<file path="src/rtl/bitbal_pkg.sv">
// Shared types and helpers for the bit_balance_accum streaming ones/disparity counter.
package bitbal_pkg;

  typedef enum logic {
    ACCUM = 1'b0,
    HOLD  = 1'b1
  } bitbal_state_e;

  // Top two bits of a one-bit-wider signed sum: 01 is positive overflow, 10 negative.
  localparam logic [1:0] DISP_SAT_POS = 2'b01;
  localparam logic [1:0] DISP_SAT_NEG = 2'b10;

  function automatic int bitbal_clog2(input int value);
    int r;
    r = 0;
    while ((64'd1 << r) < 64'(value)) begin
      r = r + 1;
    end
    return r;
  endfunction

endpackage

</file>
<file path="src/rtl/bitbal_popcount.sv">
// Combinational population count of one DATA_W-bit beat.
module bitbal_popcount
  import bitbal_pkg::*;
#(
  parameter int DATA_W = 8,
  parameter int CNT_W  = bitbal_clog2(DATA_W + 1)
) (
  input  logic [DATA_W-1:0] data,
  output logic [CNT_W-1:0]  count
);

  always_comb begin
    count = '0;
    for (int i = 0; i < DATA_W; i++) begin
      count = count + CNT_W'(data[i]);
    end
  end

endmodule

</file>
<file path="src/rtl/bit_balance_accum.sv">
// Per-frame ones/beats/disparity accumulator with valid/ready on both sides.
// Optional BITBAL_RUNNING_DISP_EN adds a saturating cross-frame disparity output run_disp.
module bit_balance_accum
  import bitbal_pkg::*;
#(
  parameter int DATA_W    = 8,
  parameter int MAX_BEATS = 16,
  parameter int TOL       = 0,
  parameter int ACC_W     = bitbal_clog2(DATA_W * MAX_BEATS + 1),
  parameter int BEAT_W    = bitbal_clog2(MAX_BEATS + 1)
) (
  input  logic                    clk,
  input  logic                    reset,
  input  logic                    in_valid,
  output logic                    in_ready,
  input  logic [DATA_W-1:0]       in_data,
  input  logic                    in_last,
  output logic                    out_valid,
  input  logic                    out_ready,
  output logic [ACC_W-1:0]        out_ones,
  output logic [BEAT_W-1:0]       out_beats,
  output logic signed [ACC_W:0]   out_disp,
  output logic                    out_balanced,
  output logic                    out_trunc
`ifdef BITBAL_RUNNING_DISP_EN
  ,
  output logic signed [ACC_W:0]   run_disp
`endif
);

  localparam int CNT_W = bitbal_clog2(DATA_W + 1);
  localparam int DW    = ACC_W + 2;
  localparam int CW    = (ACC_W + 1 > 32) ? ACC_W + 1 : 32;

  bitbal_state_e state_q, state_d;

  logic [ACC_W-1:0]  acc_ones_q, acc_ones_d;
  logic [BEAT_W-1:0] acc_beats_q, acc_beats_d;

  logic [ACC_W-1:0]  out_ones_q, out_ones_d;
  logic [BEAT_W-1:0] out_beats_q, out_beats_d;
  logic [ACC_W:0]    out_disp_q, out_disp_d;
  logic              out_balanced_q, out_balanced_d;
  logic              out_trunc_q, out_trunc_d;

  logic [CNT_W-1:0]  beat_ones;
  logic              accept;
  logic              close;
  logic [ACC_W-1:0]  sum_ones;
  logic [BEAT_W-1:0] sum_beats;
  logic [DW-1:0]     frame_diff;
  logic [ACC_W:0]    frame_disp;
  logic [ACC_W:0]    disp_mag;
  logic              frame_balanced;

  bitbal_popcount #(
    .DATA_W(DATA_W),
    .CNT_W (CNT_W)
  ) u_popcount (
    .data (in_data),
    .count(beat_ones)
  );

  always_ff @(posedge clk) begin
    if (reset) begin
      state_q <= ACCUM;
    end else begin
      state_q <= state_d;
    end
  end

  always_comb begin
    state_d = state_q;
    case (state_q)
      ACCUM: begin
        if (close) begin
          state_d = HOLD;
        end
      end
      HOLD: begin
        if (out_ready && !close) begin
          state_d = ACCUM;
        end
      end
      default: state_d = ACCUM;
    endcase
  end

  always_comb begin
    out_valid = (state_q == HOLD);
    in_ready  = (state_q == ACCUM) || out_ready;
  end

  // Frame totals include the beat being accepted this cycle, so a closing beat lands in its own frame.
  always_comb begin
    accept     = in_valid && in_ready;
    sum_ones   = acc_ones_q + ACC_W'(beat_ones);
    sum_beats  = acc_beats_q + BEAT_W'(1);
    close      = accept && (in_last || (sum_beats == BEAT_W'(MAX_BEATS)));
    frame_diff = DW'({sum_ones, 1'b0}) - (DW'(DATA_W) * DW'(sum_beats));
    frame_disp = frame_diff[ACC_W:0];
    disp_mag   = frame_disp[ACC_W] ? (~frame_disp + 1'b1) : frame_disp;
    frame_balanced = (CW'(disp_mag) <= CW'(TOL));
  end

  always_comb begin
    acc_ones_d     = acc_ones_q;
    acc_beats_d    = acc_beats_q;
    out_ones_d     = out_ones_q;
    out_beats_d    = out_beats_q;
    out_disp_d     = out_disp_q;
    out_balanced_d = out_balanced_q;
    out_trunc_d    = out_trunc_q;
    if (close) begin
      acc_ones_d     = '0;
      acc_beats_d    = '0;
      out_ones_d     = sum_ones;
      out_beats_d    = sum_beats;
      out_disp_d     = frame_disp;
      out_balanced_d = frame_balanced;
      out_trunc_d    = !in_last;
    end else if (accept) begin
      acc_ones_d  = sum_ones;
      acc_beats_d = sum_beats;
    end
  end

  always_ff @(posedge clk) begin
    if (reset) begin
      acc_ones_q     <= '0;
      acc_beats_q    <= '0;
      out_ones_q     <= '0;
      out_beats_q    <= '0;
      out_disp_q     <= '0;
      out_balanced_q <= 1'b0;
      out_trunc_q    <= 1'b0;
    end else begin
      acc_ones_q     <= acc_ones_d;
      acc_beats_q    <= acc_beats_d;
      out_ones_q     <= out_ones_d;
      out_beats_q    <= out_beats_d;
      out_disp_q     <= out_disp_d;
      out_balanced_q <= out_balanced_d;
      out_trunc_q    <= out_trunc_d;
    end
  end

  assign out_ones     = out_ones_q;
  assign out_beats    = out_beats_q;
  assign out_disp     = out_disp_q;
  assign out_balanced = out_balanced_q;
  assign out_trunc    = out_trunc_q;

`ifdef BITBAL_RUNNING_DISP_EN
  logic [ACC_W:0] run_disp_q, run_disp_d;
  logic [DW-1:0]  beat_disp;
  logic [DW-1:0]  run_sum;

  // Sum is one bit wider than the register; the top two bits disagreeing means overflow.
  always_comb begin
    beat_disp  = DW'({beat_ones, 1'b0}) - DW'(DATA_W);
    run_sum    = {run_disp_q[ACC_W], run_disp_q} + beat_disp;
    run_disp_d = run_disp_q;
    if (accept) begin
      case (run_sum[DW-1:DW-2])
        DISP_SAT_POS: run_disp_d = {1'b0, {ACC_W{1'b1}}};
        DISP_SAT_NEG: run_disp_d = {1'b1, {ACC_W{1'b0}}};
        default:      run_disp_d = run_sum[ACC_W:0];
      endcase
    end
  end

  always_ff @(posedge clk) begin
    if (reset) begin
      run_disp_q <= '0;
    end else begin
      run_disp_q <= run_disp_d;
    end
  end

  assign run_disp = run_disp_q;
`endif

endmodule
</file>
<file path="config.mk">
export PLATFORM = sky130hd
export DESIGN_NAME = bit_balance_accum
export DESIGN_NICKNAME = d
export VERILOG_FILES = /design/src/rtl/bitbal_pkg.sv /design/src/rtl/bitbal_popcount.sv /design/src/rtl/bit_balance_accum.sv
export SDC_FILE = /design/constraint.sdc
export NUM_CORES = 1
export LEC_CHECK = 0
export ABC_AREA = 1
export CORE_MARGIN = 10
export CORE_UTILIZATION = 52
export CTS_CLUSTER_SIZE = 24
export DETAILED_ROUTE_END_ITERATION = 8
export GPL_TIMING_DRIVEN = 0
export PLACE_DENSITY = 0.79
export SETUP_SLACK_MARGIN = 0.1
export SLEW_MARGIN = 10
export SYNTH_ARGS = -nofsm -noshare
export SYNTH_HDL_FRONTEND = slang
export SYNTH_SLANG_ARGS = --single-unit
</file>
<file path="constraint.sdc">
create_clock -name clk -period 6.7 [get_ports clk]
set_input_delay 2.01 -clock clk [delete_from_list [all_inputs] [get_ports clk]]
set_output_delay 2.01 -clock clk [all_outputs]
set_load 0.01 [all_outputs]
</file>
### Word-level counts from Yosys, hierarchy flattened

Cells that the tools add are included.

* register bits: 38
* output and inout bits: 26

* add/sub/neg operators: 11
* $lt $le $gt $ge: 1
* equality and inequality tests: 1
* multiplexer cells: 4
* bitwise logic cells: 2
* reduce and logical (&&, ||, !) cells: 8

Operator list (number)
* adder 4 x 1 -> 4 bit: 6
* adder 9 x 1 -> 9 bit, second input constant: 1
* <= comparator 9 x 1 -> 1 bit, second input constant: 1
* 2-to-1 mux 9 bit: 1
* NOT 9 bit: 1
* subtractor 9 x 8 -> 9 bit: 1
* adder 8 x 4 -> 8 bit: 1
* adder 5 x 1 -> 5 bit, second input constant: 1
* equality test 5 bit, second input constant: 1
* logical AND 1 bit: 3
* adder 1 x 1 -> 2 bit: 1
* zero test 1 bit: 2
* logical OR 1 bit: 2
* 2-to-1 mux 1 bit: 2
* one-hot mux 1 bit (2 select lines): 1
* OR reduction 2 bit: 1
* NOT 1 bit: 1

### Depth between registers and ports, before layout

* depth after elaboration: 13
* gate-level depth with buffers: 27
* mapped depth without buffers: 27

### Hierarchy

From an unflattened synthesis, not the netlist that was laid out.

* cells, all modules: 281
* area, all modules: 2104.5 um^2

Modules (own cells, without submodules)
* bit_balance_accum: times used 1, cells an instance 258, area an instance 1925.6 um^2, seq. area each 700.7 um^2
* bitbal_popcount: times used 1, cells an instance 23, area an instance 178.9 um^2, seq. area each 0.0 um^2

### Least setup slack after synthesis

No wires, ideal clock.

* path kind: input to register
* from: in in_data[0]
* to: reg out_balanced_q, in the netlist out_balanced
* library setup time: 0.058 ns
* arrival time: 6.250 ns
* required time: 6.642 ns
* setup slack: 0.392 ns
* cell stages on the path: 21
* buffers on the path: 0
* cells stage by stage: ha_1 inv_1 fa_1 fa_1 fa_1 fa_1 inv_1 fa_1 nand3_1 nand2_1 or2_2 nand2_1 inv_1 ha_1 a21oi_1 o21ai_0 xnor2_1 nand3_1 a21oi_1 nand3_1 nand2_1

* word-level cells in the longest chain between the ends: 13

Ends and longest elaborated chain
* from (decl): line bit_balance_accum.sv:16 `input logic [DATA_W-1:0] in_data,`
* adder 1 x 1 -> 2 bit (*): line bitbal_popcount.sv:15 `count = count + CNT_W'(data[i]);`
* adder 4 x 1 -> 4 bit (*) (6 in a row): line bitbal_popcount.sv:15
* adder 8 x 4 -> 8 bit (*): line bit_balance_accum.sv:97 `sum_ones = acc_ones_q + ACC_W'(beat_ones);`
* named net sum_ones[4]: line bit_balance_accum.sv:49 `logic [ACC_W-1:0] sum_ones;`
* subtractor 9 x 8 -> 9 bit (*): line bit_balance_accum.sv:100 `frame_diff = DW'({sum_ones, 1'b0}) - (DW'(DATA_W) * DW'(sum_beats));`
* NOT 9 bit: line bit_balance_accum.sv:102 `disp_mag = frame_disp[ACC_W] ? (~frame_disp + 1'b1) : frame_disp;`
* adder 9 x 1 -> 9 bit: line bit_balance_accum.sv:102
* 2-to-1 mux 9 bit (*): line bit_balance_accum.sv:102
* <= comparator 9 x 1 -> 1 bit (*): line bit_balance_accum.sv:103 `frame_balanced = (CW'(disp_mag) <= CW'(TOL));`
* to (signal assigned): line bit_balance_accum.sv:143 `out_balanced_q <= out_balanced_d;`
* to (decl): line bit_balance_accum.sv:43 `logic out_balanced_q, out_balanced_d;`

Mark *: on every way through the listed nets, which the timed path passes. The rest lies on a longest branch.
A chain may end at the register's enable or synchronous reset.

### Worst setup path in the final report

* from: in in_data[2]
* to: reg out_balanced_q, in the netlist out_balanced

* word-level cells in the longest chain between the ends: 12

Ends and longest elaborated chain (line)
* adder 4 x 1 -> 4 bit (*) (6 in a row): bitbal_popcount.sv:15
* adder 8 x 4 -> 8 bit (*): bit_balance_accum.sv:97
* subtractor 9 x 8 -> 9 bit (*): bit_balance_accum.sv:100
* NOT 9 bit: bit_balance_accum.sv:102
* adder 9 x 1 -> 9 bit: bit_balance_accum.sv:102
* 2-to-1 mux 9 bit (*): bit_balance_accum.sv:102
* <= comparator 9 x 1 -> 1 bit (*): bit_balance_accum.sv:103

Mark *: on every way between the ends. The rest lies on a longest branch, timed or not.

==> reports/metrics.yaml <==
status: "completed"
fin_area_sq_um: 2990
final-seq-area_sq_um: 701
clk_pin_slew_ns: 0.07
clock_skew_ns: 0.00627
synth.distinct_cells: 31
cts_tree: "done"
synth_most_common_cell: "nand2_1"
setup_viol: 0
clockRootBuffer: "clkbuf_8"
syn_inst: 276
maxSlewViolCount: 0
n_fill_cell: 274
fin_setup_tns_ns: 0
grt-ovfl-total: 0
min_period_ns: 6.44
synthTopCellsByArea: "dfxtp_1 (32%), nand2_1 (11%), ha_1 (8.7%), inv_1 (7.3%), fa_1 (5.6%)"
hold_class: "reg2reg"
synth_flop_cell: "dfxtp_1"
synth_edf_count: 0
cts_buffers: 5
wl_per_cell_um: 15.5
ir_worst_vdd_mv: 0.141
worst_pin_slew_ns: 0.522
clk_latency_ns: 0.29
netlist_area_sq_um: 2160
dieArea_sq_um: 7130
async_flop_share: 0
grt_antenna_before_repair: 0
numClockSinks: 35
synth-seq-cells: 35
n_antenna_cell: 0
syn-num-nets: 310
dpl-instance-area_sq_um: 2590
grt_pass1_vias: 1952
fp.coreArea_sq_um: 4000
via_per_inst: 5.43
clk_path_buf_depth: 2
hpwl_um: 3940
finalNetCount: 361
critical_path_class: "in2reg"
worstPathRequired_ns: 6.89
fp.dieW_um: 84.4
globalplace.congestion: 0.850
cap_violations: 0
max_freq_ghz: 0.155
avgSynthCellArea_sq_um: 7.82
slew-limit-headroom: 0.652
rsz0062_at_grt: "no"
initial_core_util: 0.540
rows: 23
whs_ns: 0.455
grt_max_degree: 11
pin_count: 39
total_power_w: 0.000887
cp-end-kind: "flip-flop"
post-route-period-util: 0.962
detail-route-antenna-nets: 0
cp-start-kind: "input port"
drt-pass1-iter-count: 4
portBuffers: 37
drive_gt1_frac: 0.293
yosysTopAreaCellShare: 0.324
route.detailed.drc: 0
ys_warn_count: 0
vias: 2051
crit_arrival_ns: 6.63
htreeDepth: 2
initialDrtViolationCount: 169
hold_buffers: 0
grt_pass1_wl_um: 9080
report.final.hold_viol_count: 0
crit_fanout: 4
synth_seq_area_share: 0.324
r2r_slack_ns: 3.92
p_leak_nw: 1.30
synthTopCellsByCount: "nand2_1 (66), inv_1 (42), dfxtp_1 (35)"
multi_input_area_sq_um: 1460
finalWirelength_um: 5860
pwr_density_cell_nw_per_um2: 297
die_y_um: 84.4
yosys.area.top_type: "dfxtp_1"
grtUsageTotal: 0.151
areaGrowthSynthToFinish_pct: 38.2
-- layer usage --
metal / wire length, um / global-route usage
met3: 341 / 0.0329
met5: 0 / 0
met1: 2300 / 0.171
met4: 257 / 0.0659
met2: 2960 / 0.266
-- area by class of cell --
cell class	count	share of cell area
plain buffers	9	0.0239
clock buffers	8	0.0335
inverters	43	0.0541
multi-input cells	189	0.490
flip-flops and latches	35	0.235
well taps	50	0.0210
repair buffers	44	0.143
-- cells by family (layout without fill, tap and decap cells) --
kind of cell | after synthesis | count (layout) | synth area share
AOI/OAI and AO/OA | 49 | 49 | 0.152
xor gates and xnor gates | 7 | 7 | 0.0284
adders and majority gates | 21 | 21 | 0.143
buffers and inverters | 52 | 104 | 0.108
DFF | 35 | 35 | 0.324
other | 1 | 1 | 0.00174
and+or+nand+nor | 111 | 111 | 0.243
-- cells in the final DEF, fill, tap and decap left out, drive strengths merged --
cell type	count
dlymetal6s2s	2
xnor2	5
clkbuf	10
o21ai	24
nand4	4
dfxtp	35
or2	1
nand3	16
o31ai	1
nor2	16
buf	14
a22o	2
nor4	1
xor2	2
conb	1
and2	1
fa	6
a21oi	21
ha	15
a211oi	1
clkdlybuf4s50	35
inv	43
nand2	72
-- final timing paths --
| kind | startpoint | endpoint | cells past startpoint |
|---|---|---|---|
| max reg2reg | acc_ones_q[3] | out_balanced | 18 |
| min | out_balanced | out_balanced | 2 |
| min reg2reg | out_balanced | out_balanced | 2 |
| max | in_data[2] | out_balanced | 23 |
-- critical path, cell delays in order --
cell and delay, ns:
clkdlybuf4s50_1 0.45, inv_1 0.05, fa_1 0.56, fa_1 0.45, fa_2 0.40, fa_2 0.41, xnor2_2 0.16, ha_4 0.33
nand3_1 0.09, nand2_2 0.16, nand3_2 0.09, nand2_2 0.10, xor2_2 0.21, inv_2 0.08, ha_4 0.27, a21oi_2 0.14
nand2_2 0.09, xor2_2 0.18, buf_4 0.14, inv_1 0.07, nand2_1 0.06, nand3_1 0.07, nand2_1 0.05
-- state kept, by name (all words and copies together), names as in the netlist --
signal / flops
out_ones: 8
out_balanced: 1
acc_beats_q: 5
out_beats: 5
out_disp: 6
out_trunc: 1
acc_ones_q: 8
out_valid: 1
-- through the flow --
| step | worst slack (ns) | cells | utilization |
|---|---|---|---|
| floorplan | 0.392 | 276 | - |
| global placement | -0.370 | 363 | 0.648 |
| detailed placement | -0.425 | 363 | 0.648 |
| CTS | 0.111 | 374 | 0.700 |
| global route | 0.0270 | 378 | 0.746 |
| finish | 0.255 | 378 | 0.746 |
-- power by group --
group | internal (W) | total (W) | switching [W]
Sequential | 0.000228 | 0.000242 | 0.0000140
Clock | 0.0000939 | 0.000169 | 0.0000756
Combinational | 0.000219 | 0.000476 | 0.000257
-- what timing repair did --
action	4_1_cts	5_1_grt
setup endpoints to repair	3	4
buffers inserted	3	4
gates resized for setup	13	44
pin swaps	4	27
Note: power is estimated with default switching activity, not from simulation.
